## src/rtl/dw_conv_pre_ctrl.sv

```systemverilog
// Sequencing controller for the depthwise-conv preprocessor: gates the pixel stream,
// programs the line buffer and marks which window-generator outputs are kept.
module dw_conv_pre_ctrl #(
  parameter int DATA_WIDTH       = 8,
  parameter int OUT_CHANNEL_NUM  = 18,
  parameter int DIM_W            = 9,
  parameter int ROW_BUFFER_DEPTH = 9,
  parameter int WIN_LAT          = 2
) (
  input  logic                                  clk,
  input  logic                                  rst,
  input  logic                                  start,
  input  logic [DIM_W-1:0]                      cfg_width,
  input  logic [DIM_W-1:0]                      cfg_height,
  input  logic                                  cfg_stride2,
  input  logic [OUT_CHANNEL_NUM*DATA_WIDTH-1:0] in_data,
  input  logic                                  in_valid,
  output logic                                  in_ready,
  output logic [OUT_CHANNEL_NUM*DATA_WIDTH-1:0] pp_data,
  output logic                                  pp_valid,
  output logic [ROW_BUFFER_DEPTH-1:0]           buff_len_ctrl,
  output logic                                  buff_len_rst,
  output logic                                  win_valid,
  output logic [DIM_W-1:0]                      win_row,
  output logic [DIM_W-1:0]                      win_col,
  output logic                                  busy,
  output logic                                  frame_done,
  output logic                                  cfg_err
);

  localparam int BEAT_W = OUT_CHANNEL_NUM * DATA_WIDTH;
  localparam int CNT_W  = $clog2(WIN_LAT + 1) + 1;
  localparam logic [DIM_W-1:0] ONE   = DIM_W'(1);
  localparam logic [DIM_W-1:0] TWO   = DIM_W'(2);
  localparam logic [DIM_W-1:0] THREE = DIM_W'(3);
  localparam logic [CNT_W-1:0] DRAIN_LAST = CNT_W'(WIN_LAT);

  typedef enum logic [1:0] {S_IDLE, S_CFG, S_RUN, S_DRAIN} state_t;

  state_t                      state_q, state_d;
  logic [DIM_W-1:0]            w_q, h_q;
  logic                        s2_q;
  logic [DIM_W-1:0]            row_q, row_d, col_q, col_d;
  logic [CNT_W-1:0]            cnt_q, cnt_d;
  logic [BEAT_W-1:0]           pp_data_q;
  logic                        pp_valid_q;
  logic [ROW_BUFFER_DEPTH-1:0] blen_q;
  logic                        cfg_err_q;
  logic [WIN_LAT:0]            vld_q;
  logic [DIM_W-1:0]            wrow_q [WIN_LAT+1];
  logic [DIM_W-1:0]            wcol_q [WIN_LAT+1];

  logic accept, last_beat, keep, cfg_bad, push;

  // Output index of a kept window: offset past the 2-pixel border, halved for stride 2.
  function automatic logic [DIM_W-1:0] win_idx(input logic [DIM_W-1:0] pos, input logic s2);
    logic [DIM_W-1:0] off;
    off = pos - TWO;
    return s2 ? (off >> 1) : off;
  endfunction

  assign in_ready  = (state_q == S_RUN);
  assign accept    = in_ready & in_valid;
  assign last_beat = (row_q == h_q - ONE) && (col_q == w_q - ONE);
  assign cfg_bad   = (cfg_width < THREE) || (cfg_height < THREE);
  assign keep      = (row_q >= TWO) && (col_q >= TWO) && (!s2_q || (!row_q[0] && !col_q[0]));
  assign push      = accept & keep;

  always_comb begin
    state_d = state_q;
    row_d   = row_q;
    col_d   = col_q;
    cnt_d   = cnt_q;
    case (state_q)
      S_IDLE: begin
        if (start && !cfg_bad) state_d = S_CFG;
      end
      S_CFG: begin
        row_d   = '0;
        col_d   = '0;
        state_d = S_RUN;
      end
      S_RUN: begin
        if (accept) begin
          if (last_beat) begin
            row_d   = '0;
            col_d   = '0;
            cnt_d   = '0;
            state_d = S_DRAIN;
          end else if (col_q == w_q - ONE) begin
            col_d = '0;
            row_d = row_q + ONE;
          end else begin
            col_d = col_q + ONE;
          end
        end
      end
      S_DRAIN: begin
        if (cnt_q == DRAIN_LAST) state_d = S_IDLE;
        else                     cnt_d   = cnt_q + CNT_W'(1);
      end
      default: state_d = S_IDLE;
    endcase
  end

  always_ff @(posedge clk) begin
    if (rst) begin
      state_q    <= S_IDLE;
      w_q        <= '0;
      h_q        <= '0;
      s2_q       <= 1'b0;
      row_q      <= '0;
      col_q      <= '0;
      cnt_q      <= '0;
      pp_data_q  <= '0;
      pp_valid_q <= 1'b0;
      blen_q     <= '0;
      cfg_err_q  <= 1'b0;
      vld_q      <= '0;
      for (int k = 0; k <= WIN_LAT; k++) begin
        wrow_q[k] <= '0;
        wcol_q[k] <= '0;
      end
    end else begin
      state_q   <= state_d;
      row_q     <= row_d;
      col_q     <= col_d;
      cnt_q     <= cnt_d;
      cfg_err_q <= (state_q == S_IDLE) && start && cfg_bad;
      if (state_q == S_IDLE && start && !cfg_bad) begin
        w_q  <= cfg_width;
        h_q  <= cfg_height;
        s2_q <= cfg_stride2;
      end
      if (state_q == S_CFG) blen_q <= ROW_BUFFER_DEPTH'(w_q - THREE);
      // Stage 0: registered beat toward the preprocessor
      pp_valid_q <= accept;
      if (accept) pp_data_q <= in_data;
      // Stages 1..WIN_LAT: keep/tag delay matching the window generator
      vld_q     <= {vld_q[WIN_LAT-1:0], push};
      wrow_q[0] <= push ? win_idx(row_q, s2_q) : '0;
      wcol_q[0] <= push ? win_idx(col_q, s2_q) : '0;
      for (int k = 1; k <= WIN_LAT; k++) begin
        wrow_q[k] <= wrow_q[k-1];
        wcol_q[k] <= wcol_q[k-1];
      end
    end
  end

  assign pp_data       = pp_data_q;
  assign pp_valid      = pp_valid_q;
  assign buff_len_ctrl = blen_q;
  assign buff_len_rst  = (state_q == S_CFG);
  assign win_valid     = vld_q[WIN_LAT];
  assign win_row       = wrow_q[WIN_LAT];
  assign win_col       = wcol_q[WIN_LAT];
  assign busy          = (state_q != S_IDLE);
  assign frame_done    = (state_q == S_DRAIN) && (cnt_q == DRAIN_LAST);
  assign cfg_err       = cfg_err_q;

endmodule
```

## config.mk

```make
export PLATFORM = sky130hd
export DESIGN_NAME = dw_conv_pre_ctrl
export DESIGN_NICKNAME = d
export VERILOG_FILES = /design/src/rtl/dw_conv_pre_ctrl.sv
export SDC_FILE = /design/constraint.sdc
export NUM_CORES = 1
export LEC_CHECK = 0
export ABC_AREA = 1
export BUFFER_PORTS_ARGS = -buffer_cell sky130_fd_sc_hd__buf_2
export CAP_MARGIN = 30
export CORE_AREA = 2 2 144 146
export CTS_BUF_LIST = sky130_fd_sc_hd__clkbuf_2
export CTS_CLUSTER_DIAMETER = 80
export DETAILED_ROUTE_END_ITERATION = 6
export DIE_AREA = 0 0 146 148
export HOLD_SLACK_MARGIN = 0.05
export PLACE_DENSITY = 0.82
export SLEW_MARGIN = 15
export SYNTH_ARGS = -nofsm -noshare
export SYNTH_HDL_FRONTEND = slang
export SYNTH_SLANG_ARGS = --single-unit
```

## constraint.sdc

```tcl
create_clock -name clk -period 2.4 [get_ports clk]
set_clock_uncertainty 0.15 [all_clocks]
set_input_delay 0.24 -clock clk [delete_from_list [all_inputs] [get_ports clk]]
set_output_delay 0.24 -clock clk [all_outputs]
set_load 0.01 [all_outputs]
```

==> qor.yml, run 1 <==
clockBufferDepth: 3
start_util_pct: 51.3
gr-total-overflow: 74
placed_area_um2: 12200
synth.most_common_cell: "nor2_1"
ys_ff_latch: 254
synth_compound_area_share_pct: 12.6
synth_edf_count: 0
syn_inst: 1386
post_cts_buffers: 0
synthAdderAreaFrac_pct: 2.19
yosys-top-cells-count: "nor2_1 (402), dfxtp_1 (254), o21ai_0 (181)"
cts_sinks: 254
avgSynthCellArea_um2: 7.42
rows: 52
ys_warn_count: 0
grt_pass1_vias: 16100
dpl.hpwl_um: 21000
grt_first_pass_wirelength_um: 97100
outcome: "stopped before the end"
top_level_ports: 345
async_flop_share_pct: 0
gp_congestion: 0.897
ys_seq_area_share_pct: 49.4
ys_top_cells_by_area: "dfxtp_1 (49%), nor2_1 (15%), o21ai_0 (8.8%)"
clockRootBuffer: "clkbuf_2"
synthDominantCellAreaShare_pct: 49.4
die_x_um: 146
grtUsageTotal_pct: 59.6
yosys.area.top_type: "dfxtp_1"
synth.net_count: 1571
grt_max_degree: 105
cts_hold_buf: 392
yosys.area_share.simple_pct: 24.3
error_line: "[ERROR GRT-0116] Global routing finished with congestion. Check the congestion regions in the DRC Viewer."
syn-cell-area_um2: 10300
muxShareOfSynthArea_pct: 0
ys_dominant_reg_cell: "dfxtp_1"
die_h_um: 148
portBuffers: 344
cts_buffers: 61
cts_resized: 0
synth_top_family_by_area: "simple AND/OR/NAND/NOR gates"
cts-htree-levels: 2
stop_stage: "5_1_grt"
yosys.area_share.xor_xnor_pct: 3.07
synth.distinct_cells: 36
-- through the flow --
stage / utilization [%] / setup slack, ns / std cells
floorplan: - / 0.330 / 1386
CTS: 82.9 / 0.0242 / 2430
detailed placement: 60.7 / 0.0825 / 1934
global placement: 60.7 / 0.170 / 1934
-- cells by family after synthesis --
family / after synthesis
buffers and inverters: 209
and+or+nand+nor: 620
AOI/OAI and AO/OA: 249
xor gates and xnor gates: 36
adders and majority gates: 18
DFF: 254
-- per-layer routing --
layer	overflow	track usage [%]
met2	42	82.8
met3	0	39.4
met5	0	5.00
met4	32	60.3
met1	0	57.6
==> run 2, diff against run 1 <==
--- a/config.mk
+++ b/config.mk
@@ -8,13 +8,10 @@
 export ABC_AREA = 1
 export BUFFER_PORTS_ARGS = -buffer_cell sky130_fd_sc_hd__buf_2
 export CAP_MARGIN = 30
-export CORE_AREA = 2 2 144 146
-export CTS_BUF_LIST = sky130_fd_sc_hd__clkbuf_2
-export CTS_CLUSTER_DIAMETER = 80
+export CORE_AREA = 2 2 164 166
 export DETAILED_ROUTE_END_ITERATION = 6
-export DIE_AREA = 0 0 146 148
-export HOLD_SLACK_MARGIN = 0.05
-export PLACE_DENSITY = 0.82
+export DIE_AREA = 0 0 166 168
+export PLACE_DENSITY_LB_ADDON = 0.15
 export SLEW_MARGIN = 15
 export SYNTH_ARGS = -nofsm -noshare
 export SYNTH_HDL_FRONTEND = slang
==> run 2 against run 1 <==
- synthesized cell count did not move
- the flow now finishes without violations
- area after synthesis did not move
==> qor.yml, run 2 <==
hold_end: "pp_valid"
drt.antenna.violating_nets: 0
drive_gt1_share_pct: 23.8
wl_um: 31700
clockBufferDepth: 3  # unchanged
ys_ff_latch: 254  # unchanged
synth.most_common_cell: "nor2_1"
ys_seq_area_share_pct: 49.4  # unchanged
fin_crit_sh_pct: 89.8
clockRootBuffer: "clkbuf_16"
syn-cell-area_um2: 10300  # unchanged
gp_congestion: 0.843  # -6.0%
ys_dominant_reg_cell: "dfxtp_1"
holdWs_ns: 0.0373
tightest_slew_ns: 0.437
reg2reg_to: "row_q[6]"
mostFrequentLayoutCells: "nor2_1 (401), buf_2 (344), dfxtp_1 (253)"
antenna_found_initial: 0
largest_reg_flops: 144
dpl.hpwl_um: 21400  # +1.6%
critPathLaunch: "w_q[1]"
hp-start: "in_valid"
gr-total-overflow: 0
critical_path.startpoint_type: "flop"
cts-htree-levels: 1  # -1
fmax_mhz: 464
hold_viol: 0
insertedDiodeCount: 0
slew_headroom_pct: 70.8
ys_warn_count: 0  # unchanged
grt_max_degree: 91
r2r_setup_slack_ns: 0.24
rows: 60  # +15%
cp-end-kind: "flop"
synthDominantCellAreaShare_pct: 49.4  # unchanged
finalNonFillerCells: 2226
vias_per_cell: 4.67
drtIter0Drc: 624
tns_ns: 0
cts_buffers: 29  # -52%
cts_tree: "built"
coreArea_um2: 26400
rsz0062_at_grt: "no"
required_ns: 2.70
yosys.area.top_type: "dfxtp_1"
synth_edf_count: 0  # unchanged
final_util_pct: 57.0
worstPathCellList: "inv_1 -> ha_1 -> inv_1 -> nand2_1 -> nand2_1 -> nor2_2 -> nand3_1 -> nor2_1 -> nand3_2 -> nor2_4 -> nand2_4 -> nand2_4 -> nand2_1 -> nand2_4 -> nor2_1"
synth.net_count: 1571  # unchanged
whs_path_depth: 3
start_util_pct: 39.0  # -12 points
clk_latency_ns: 0.55
avgSynthCellArea_um2: 7.42  # unchanged
syn_inst: 1386  # unchanged
wire_per_inst_um: 14.2
path_max_fanout: 7
worstReg2RegStart: "w_q[1]"
leakage_nw: 7.06
top_level_ports: 345  # unchanged
async_flop_share_pct: 0  # unchanged
power_density_nw_per_um2: 988
die-area_um2: 27900
irDropWorstVdd_mv: 0.586
nNetsFinal: 2050
grtUsageTotal_pct: 21.7
maxCapViolations: 0
crit_type: "reg -> reg"
hold_path_class: "in -> reg"
clkTransAtPathRegs_ns: 0.06
rr_worst_depth: 15
grt_pass1_vias: 9964
outcome: "complete, no violations"
die_x_um: 166  # +14%
dr.pass1.iters: 5
grt_first_pass_wirelength_um: 50400
post-route-drc-count: 0
final_common_cell: "nor2_1"
cp_slowest_cell: "dfxtp_1"
cpPeakStageDelay_ns: 0.36
die_h_um: 168  # +14%
min_period_ns: 2.16
cts_sinks: 254  # unchanged
setup-violations-final: 0
yosys-top-cells-count: "nor2_1 (402), dfxtp_1 (254), o21ai_0 (181)"
ys_top_cells_by_area: "dfxtp_1 (49%), nor2_1 (15%), o21ai_0 (8.8%)"
synth.distinct_cells: 36  # unchanged
via_count: 10400
areaGrowthSynthToFinish_pct: 46.2
finalPower_w: 0.0148
fillers: 2405
drv_slew: 0
crit_arrival_ns: 2.45
portBuffers: 344  # unchanged
placed_cells: 2008  # +3.8%
==> run 2: cell counts after synthesis <==
No cell type changed its count.
==> run 2: area by class of cell <==
cell class | count | area [µm²] | area share (%)
Timing Repair Buffer | 538 | 3710 | 24.7
Inverter | 118 | 448 | 2.98
Clock buffer | 38 | 790 | 5.25
Sequential cell | 254 | 5090 | 33.8
Multi-Input combinational cell | 924 | 4360 | 29.0
Clock inverter | 13 | 208 | 1.38
Tap cell | 341 | 427 | 2.84
==> run 2: logic make-up (layout without fill, tap and decap cells) <==
group / count (synthesis) / in the layout / share of synthesized area, %
fa+ha+maj: 18 / 18 / 2.19
buf+inv: 209 / 707 / 8.46
simple gates: 620 / 621 / 24.3
compound gates: 249 / 249 / 12.6
xor+xnor: 36 / 36 / 3.07
flops: 254 / 254 / 49.4
==> run 2: routing by layer <==
layer  wire length, µm  track usage [%]
met3              2070             5.01
met4              1290             9.11
met1             13400             26.1
met5                 0                0
met2             14900             37.3
==> run 2: critical path, delay by kind of cell, from the launching register on <==
kind	cells	cell delay, ns
buffers and inverters	2	0.14
AND/OR/NAND/NOR	12	1.12
adder cells (fa/ha/maj)	1	0.30
flip-flops	1	0.36
==> run 2: where the power goes <==
part / total [W] / internal (W) / switching, W
Sequential: 0.00544 / 0.00497 / 0.000476
Clock: 0.00462 / 0.00285 / 0.00177
Combinational: 0.00479 / 0.00192 / 0.00287
==> run 2: worst max path at each step <==
stage	endpoint	depth (start not counted)
after floorplan	pp_data[0]	9
after global placement	row_q[6]	15
after detailed placement	row_q[4]	15
after CTS	row_q[3]	15
after global routing	cnt_q[1]	16
final	row_q[6]	15
==> run 2: timing repair <==
action | in CTS | in global routing
setup buffers | 0 | 0
setup endpoints to repair | 0 | 14
endpoints found under the hold margin | 178 | 0
resized for setup | 0 | 7
hold buffers | 166 | 0
==> run 2: through the flow <==
step                      setup WS, ns  area (µm²)
after floorplan                  0.330       10300
after global placement           0.245       12300
after detailed placement         0.170       12300
after CTS                        0.165       15000
after global routing           0.00898       15000
final                            0.244       15000
Power figures use the tool's default switching activity.
